==> src/rtl/sram_pkg.sv <==
// sram_pkg
//   Types shared by the SRAM data-port arbiter and its response-ID FIFO.
//   obi_req_t : request fields muxed from the winning master to the slave.
//   obi_rsp_t : response fields demuxed back to the issuing master.
//   mst_id_e  : master identifier stored in the response-ID FIFO.
package sram_pkg;

    typedef struct packed {
        logic [31:0] addr;
        logic        we;
        logic [3:0]  be;
        logic [31:0] wdata;
    } obi_req_t;

    typedef struct packed {
        logic        rvalid;
        logic [31:0] rdata;
    } obi_rsp_t;

    typedef enum logic {
        MST_CORE = 1'b0,
        MST_DMA  = 1'b1
    } mst_id_e;

    function automatic mst_id_e mst_other(input mst_id_e m);
        return (m == MST_CORE) ? MST_DMA : MST_CORE;
    endfunction

endpackage

==> src/rtl/sram_d_arbiter_rsp_id_fifo.sv <==
// rsp_id_fifo
//   In-order FIFO of master IDs, one entry per accepted-but-unanswered
//   request. Head entry names the master that owns the next response.
//   i_clk / i_rst : clock, asynchronous active-high reset (flushes FIFO)
//   i_push/i_din  : append an ID at the tail
//   i_pop         : drop the head entry
//   o_dout        : head ID (combinational read)
//   o_full/o_empty/o_count : occupancy status
//   Push and pop in one cycle are both honoured; the caller never pushes
//   into a full FIFO without popping in the same cycle.
module rsp_id_fifo
    import sram_pkg::*;
#(
    parameter  int DEPTH = 2,
    localparam int CW    = $clog2(DEPTH + 1),
    localparam int PW    = (DEPTH > 1) ? $clog2(DEPTH) : 1
) (
    input  logic          i_clk,
    input  logic          i_rst,
    input  logic          i_push,
    input  logic          i_pop,
    input  mst_id_e       i_din,
    output mst_id_e       o_dout,
    output logic          o_full,
    output logic          o_empty,
    output logic [CW-1:0] o_count
);

    mst_id_e       r_mem [DEPTH];
    logic [PW-1:0] r_wptr;
    logic [PW-1:0] r_rptr;
    logic [CW-1:0] r_count;

    // Pointers wrap explicitly so non-power-of-two depths work.
    function automatic logic [PW-1:0] ptr_inc(input logic [PW-1:0] p);
        return (p == PW'(DEPTH - 1)) ? '0 : p + PW'(1);
    endfunction

    always_ff @(posedge i_clk or posedge i_rst) begin
        if (i_rst) begin
            r_wptr  <= '0;
            r_rptr  <= '0;
            r_count <= '0;
            for (int i = 0; i < DEPTH; i++) r_mem[i] <= MST_CORE;
        end else begin
            if (i_push) begin
                r_mem[r_wptr] <= i_din;
                r_wptr        <= ptr_inc(r_wptr);
            end
            if (i_pop) r_rptr <= ptr_inc(r_rptr);
            case ({i_push, i_pop})
                2'b10:   r_count <= r_count + CW'(1);
                2'b01:   r_count <= r_count - CW'(1);
                default: r_count <= r_count;
            endcase
        end
    end

    assign o_dout  = r_mem[r_rptr];
    assign o_full  = (r_count == CW'(DEPTH));
    assign o_empty = (r_count == '0);
    assign o_count = r_count;

endmodule

==> src/rtl/sram_d_arbiter.sv <==
// sram_d_arbiter
//   Two-master OBI arbiter in front of the SRAM data port.
//   M0 = core LSU, M1 = DMA/loader. Round-robin between the two onto one
//   OBI slave port; responses are routed back in order via a master-ID FIFO.
//   Zero added latency: grant and response are combinational pass-throughs.
// Ports
//   clk_i, rst_i                    : clock, asynchronous active-high reset
//   mX_req_i/addr/we/be/wdata       : master X request channel
//   mX_gnt_o                        : master X grant
//   mX_rvalid_o/mX_rdata_o          : master X response (rdata 0 when idle)
//   s_req_o/s_gnt_i/s_addr_o/...    : slave request channel
//   s_rvalid_i/s_rdata_i            : slave response channel
//   rsp_err_o                       : response seen with nothing outstanding
//   outstanding_o                   : requests accepted but not yet answered
module sram_d_arbiter
    import sram_pkg::*;
#(
    parameter  int MAX_OUTSTANDING = 2,
    parameter  int RESET_PRIO      = 0,
    localparam int OW              = $clog2(MAX_OUTSTANDING + 1)
) (
    input  logic          clk_i,
    input  logic          rst_i,
    input  logic          m0_req_i,
    output logic          m0_gnt_o,
    input  logic [31:0]   m0_addr_i,
    input  logic          m0_we_i,
    input  logic [3:0]    m0_be_i,
    input  logic [31:0]   m0_wdata_i,
    output logic          m0_rvalid_o,
    output logic [31:0]   m0_rdata_o,
    input  logic          m1_req_i,
    output logic          m1_gnt_o,
    input  logic [31:0]   m1_addr_i,
    input  logic          m1_we_i,
    input  logic [3:0]    m1_be_i,
    input  logic [31:0]   m1_wdata_i,
    output logic          m1_rvalid_o,
    output logic [31:0]   m1_rdata_o,
    output logic          s_req_o,
    input  logic          s_gnt_i,
    output logic [31:0]   s_addr_o,
    output logic          s_we_o,
    output logic [3:0]    s_be_o,
    output logic [31:0]   s_wdata_o,
    input  logic          s_rvalid_i,
    input  logic [31:0]   s_rdata_i,
    output logic          rsp_err_o,
    output logic [OW-1:0] outstanding_o
);

    // The pointer records the last winner; after reset it names the master
    // that is NOT favoured, so RESET_PRIO wins the first contested cycle.
    localparam mst_id_e LP_RST_LAST = (RESET_PRIO == 0) ? MST_DMA : MST_CORE;

    mst_id_e  r_last_winner;
    mst_id_e  w_sel;
    mst_id_e  w_head;
    logic     w_full;
    logic     w_empty;
    logic     w_can_issue;
    logic     w_s_req;
    logic     w_accept;
    logic     w_pop;
    obi_req_t w_m0;
    obi_req_t w_m1;
    obi_req_t w_s_fields;
    obi_rsp_t w_m0_rsp;
    obi_rsp_t w_m1_rsp;

    assign w_m0 = '{addr: m0_addr_i, we: m0_we_i, be: m0_be_i, wdata: m0_wdata_i};
    assign w_m1 = '{addr: m1_addr_i, we: m1_we_i, be: m1_be_i, wdata: m1_wdata_i};

    always_comb begin
        w_sel = mst_other(r_last_winner);
        case ({m1_req_i, m0_req_i})
            2'b01:   w_sel = MST_CORE;
            2'b10:   w_sel = MST_DMA;
            default: w_sel = mst_other(r_last_winner);
        endcase
    end

    // A response popping this cycle frees the slot a new request needs.
    assign w_can_issue = !w_full || s_rvalid_i;
    assign w_s_req     = !rst_i && w_can_issue && (m0_req_i || m1_req_i);
    assign w_accept    = w_s_req && s_gnt_i;
    assign w_pop       = !rst_i && s_rvalid_i && !w_empty;

    always_comb begin
        w_s_fields = '0;
        if (!rst_i) w_s_fields = (w_sel == MST_DMA) ? w_m1 : w_m0;
    end

    assign s_req_o   = w_s_req;
    assign s_addr_o  = w_s_fields.addr;
    assign s_we_o    = w_s_fields.we;
    assign s_be_o    = w_s_fields.be;
    assign s_wdata_o = w_s_fields.wdata;

    assign m0_gnt_o = w_accept && (w_sel == MST_CORE);
    assign m1_gnt_o = w_accept && (w_sel == MST_DMA);

    always_ff @(posedge clk_i or posedge rst_i) begin
        if (rst_i)         r_last_winner <= LP_RST_LAST;
        else if (w_accept) r_last_winner <= w_sel;
    end

    rsp_id_fifo #(
        .DEPTH (MAX_OUTSTANDING)
    ) u_rsp_id_fifo (
        .i_clk   (clk_i),
        .i_rst   (rst_i),
        .i_push  (w_accept),
        .i_pop   (w_pop),
        .i_din   (w_sel),
        .o_dout  (w_head),
        .o_full  (w_full),
        .o_empty (w_empty),
        .o_count (outstanding_o)
    );

    always_comb begin
        w_m0_rsp = '0;
        w_m1_rsp = '0;
        if (w_pop) begin
            if (w_head == MST_CORE) w_m0_rsp = '{rvalid: 1'b1, rdata: s_rdata_i};
            else                    w_m1_rsp = '{rvalid: 1'b1, rdata: s_rdata_i};
        end
    end

    assign m0_rvalid_o = w_m0_rsp.rvalid;
    assign m0_rdata_o  = w_m0_rsp.rdata;
    assign m1_rvalid_o = w_m1_rsp.rvalid;
    assign m1_rdata_o  = w_m1_rsp.rdata;

    assign rsp_err_o = !rst_i && s_rvalid_i && w_empty;

endmodule

==> config.mk <==
export PLATFORM = sky130hd
export DESIGN_NAME = sram_d_arbiter
export DESIGN_NICKNAME = d
export VERILOG_FILES = /design/src/rtl/sram_pkg.sv /design/src/rtl/sram_d_arbiter_rsp_id_fifo.sv /design/src/rtl/sram_d_arbiter.sv
export SDC_FILE = /design/constraint.sdc
export NUM_CORES = 1
export LEC_CHECK = 0
export CAP_MARGIN = 25
export CORE_AREA = 2 2 124 126
export CTS_CLUSTER_DIAMETER = 120
export DETAILED_ROUTE_END_ITERATION = 6
export DIE_AREA = 0 0 126 128
export PLACE_DENSITY = 0.67
export SLEW_MARGIN = 20
export SYNTH_ARGS = -nofsm -noshare
export SYNTH_HDL_FRONTEND = slang
export SYNTH_SLANG_ARGS = --single-unit
==> constraint.sdc <==
create_clock -name clk_i -period 2.2 [get_ports clk_i]
set_input_delay 0.22 -clock clk_i [delete_from_list [all_inputs] [get_ports clk_i]]
set_output_delay 0.22 -clock clk_i [all_outputs]
set_load 0.05 [all_outputs]
==> metrics.md <==
| Metric | Value |
|---|---|
| Status | finished clean |
| Wire per inst | between 15 and 20 um |
| Final Slew Violations | 0 |
| Core region area | 14900 sq um |
| Area delta synth->final | 255% |
| Netlist Area Pre-Place | ~2200 sq um |
| Setup TNS | 0 ns |
| Syn_area_per_cell | 5.89 sq um |
| H-tree Lvls | 1 |
| Post-route cell area | 7670 sq um |
| Power per cell area | 738 nW/um^2 |
| YS warnings | 0 |
| Worst reg2reg startpoint | r_last_winner$_DFFE_PP1N_ |
| Critical Path AT | between 1.5 and 2 ns |
| Share of layout cells above drive strength 1 | 35.0% |
| Commonest cells in the netlist | 69 x a21oi_1, 69 x nand3_1, 64 x and3_1 |
| Die area | 16100 sq um |
| Final WL | 16200 um |
| Post-DP Area | 7010 sq um |
| Filler Cells Inserted | 1331 |
| Residual overflow from global routing | 0 |
| CP required | slightly below 2 ns |
| Maxcap violations | 0 |
| Total CTS buffers | 3 |
| Max VDD drop | 0.493 mV |
| Drt first pass iters | 5 |
| Final period util | 95.8% |
| Yosys reg bits | 7 |
| Final Util | 51.6% |
| Final min period | 2.11 ns |
| CP Max Fanout | 9 |
| CTS clk-pin slew, worst paths | approximately 0.030 ns |
| Gpl congestion | 0.771 |
| R2r endpoint | u_rsp_id_fifo.r_mem[1]$_DFFE_PP0P_ |
| Starting DRT DRC Count | 148 |
| Largest area contributor in the netlist | and3_1 |
| First-pass GRT wire length | 24100 um |
| Tightest Hold Check Type | in -> reg |
| Layout Nets | between 800 and 900 |
| CTS tree | built |
| Vias | 4155 |
| Sequential Area | roughly 180 sq um |
| Die Y-Extent | around 130 um |
| RSZ-0062 raised after global routing | no |
| Pleak | about 3.2 nW |
| Initial Util | 14.5% |
| Via-to-Cell Ratio | between 4 and 5 |
| Critical path launch point type | primary input |
| PortBufs | between 300 and 400 |
| Initial antenna violation count | 1 |
| Post-synthesis cell type count | 30 |
| Slew HR | approximately two fifths |
| Footprint of the multi-input gates | 1880 sq um |
| Synth Net Count | 546 |
| Fin. Hold Viols | 0 |
| FF-to-FF setup slack | roughly 0.5 ns |
| Antenna fix cells | 0 |
| Crit path from | m0_req_i |
| Seq/Total Area, Yosys | 8.16% |
| Top cell type's share of synthesized area | 18.5% |
| Clock sink count | 7 |
| Die X | about 130 um |
| Crit path capture | s_addr_o[6] |
| Root Buffer | clkbuf_16 |
| Dpl hpwl | 11400 um |
| Routed Antenna Nets | 0 |
| Clk_lat worst skew | about 0.23 ns |
| Max Buffers Root-to-Sink | 2 |
| Vias in the first global route | 4319 |
| Post-synth EDFFs | 0 |
| Worst-case reg-to-reg path depth | 7 |
| GRT Total Usage | 18.7% |
| Final Setup Violations | 0 |
| I/O pins | around 320 |
| Fraction of registers with async set/reset | 100% |
| Row count | 45 |
| Fmax | between 400 and 500 MHz |
| Clock skew | 0.00128 ns |
| Worst-Margin Slew | 0.909 ns |
| Kind of critical path | in -> out |
| Largest cells by area after synthesis | and3_1 19%, a21oi_1 16%, nand3_1 16% |
| Top FF cell, synth | dfrtp_1 |
| Largest net degree at the start of global routing | 70 |
| Mapped Cells | ~370 |
| Hold Slack | around 0.45 ns |
| Worst setup EP type | primary output |
| DRC violations left | 0 |
==> per-stage QoR <==
stage	power, mW	setup WS, ns	instances
after global placement	4.94	-0.246	844
after detailed placement	4.95	-0.284	844
final	5.66	0.0923	873
after global routing	5.92	0.0141	873
after CTS	5.64	0.0116	872
after floorplan	2.60	-0.0101	367
==> kinds of logic (layout without fill, tap and decap cells) <==
group | after synthesis | count (layout) | synth area share [%]
AOI/OAI and AO/OA | 138 | 138 | 31.9
adders and majority gates | 3 | 3 | 1.74
buffers and inverters | 56 | 374 | 12.8
and+or+nand+nor | 153 | 153 | 40.8
muxes | 5 | 5 | 2.55
xor gates and xnor gates | 5 | 5 | 2.03
DFF | 7 | 7 | 8.16
==> metal layers <==
| layer | routed length [um] | global-route usage (%) |
|---|---|---|
| met2 | 7980 | 32.7 |
| met5 | 13 | 0 |
| met3 | 1560 | 5.88 |
| met4 | 249 | 5.24 |
| met1 | 6370 | 22.2 |
==> registers in the layout, summed over array words and instances, names as in the netlist <==
| register | cells |
|---|---|
| u_rsp_id_fifo.o_count | 2 |
| u_rsp_id_fifo.r_mem | 2 |
| r_last_winner | 1 |
| u_rsp_id_fifo.r_rptr | 1 |
| u_rsp_id_fifo.r_wptr | 1 |
==> layout make-up <==
cell class / count / share of cell area [%]
flip-flops and latches: 7 / 2.30
repair buffers: 367 / 68.9
well taps: 188 / 3.07
inverters: 3 / 0.147
clock buffers: 4 / 1.03
multi-input cells: 304 / 24.5
==> power breakdown <==
| part | switching [mW] | internal, mW | total, mW |
|---|---|---|---|
| sequential | 0.0856 | 0.204 | 0.290 |
| combinational | 2.70 | 2.37 | 5.06 |
| clock | 0.0653 | 0.241 | 0.306 |
| total | 2.85 | 2.81 | 5.66 |
==> worst max-delay path, stage by stage <==
cell	delay [ns]
dlygate4sd2_1	0.24
inv_2	0.07
ha_4	0.20
buf_4	0.14
nand2b_4	0.09
buf_4	0.14
bufbuf_16	0.27
nand3_1	0.08
a21oi_1	0.25
buf_12	0.18
==> how the worst min path moves through the flow <==
stage | startpoint | endpoint | slack (ns) | depth (start not counted)
3_3_place_gp | rst_i | u_rsp_id_fifo.r_wptr$_DFFE_PP0N_ | 0.22 | 2
5_1_grt | rst_i | u_rsp_id_fifo.r_wptr$_DFFE_PP0N_ | 0.50 | 4
6_report | rst_i | u_rsp_id_fifo.r_wptr$_DFFE_PP0N_ | 0.45 | 4
2_1_floorplan | rst_i | u_rsp_id_fifo.o_count[0]$_DFFE_PP0P_ | 0.35 | 3
3_5_place_dp | rst_i | u_rsp_id_fifo.r_wptr$_DFFE_PP0N_ | 0.22 | 2
4_1_cts | rst_i | u_rsp_id_fifo.r_wptr$_DFFE_PP0N_ | 0.45 | 4
==> cell usage in the layout, fill, tap and decap left out, types with 3 or more instances in the layout <==
cell type	Yosys	final
nand3_1	69	67
buf_16	0	5
buf_12	0	147
dfrtp_1	6	6
o21ai_0	58	51
mux2_1	3	3
nor2_1	4	4
o21ai_1	11	18
bufbuf_16	0	5
clkdlybuf4s50_1	0	174
xnor2_1	3	3
clkbuf_16	0	4
nor3_1	4	3
and3_1	64	64
buf_6	2	4
a21oi_1	69	42
a21oi_2	0	27
buf_4	8	27
==> repair_timing <==
item | CTS | global route
pin swaps | 42 | 3
hold buffers | 1 | 0
setup buffers | 14 | 0
gates cloned | 9 | 1
hold endpoints to repair | 6 | 0
resized for setup | 47 | 10
setup endpoints to repair | 70 | 42
Note: power is estimated with default switching activity, not from simulation.
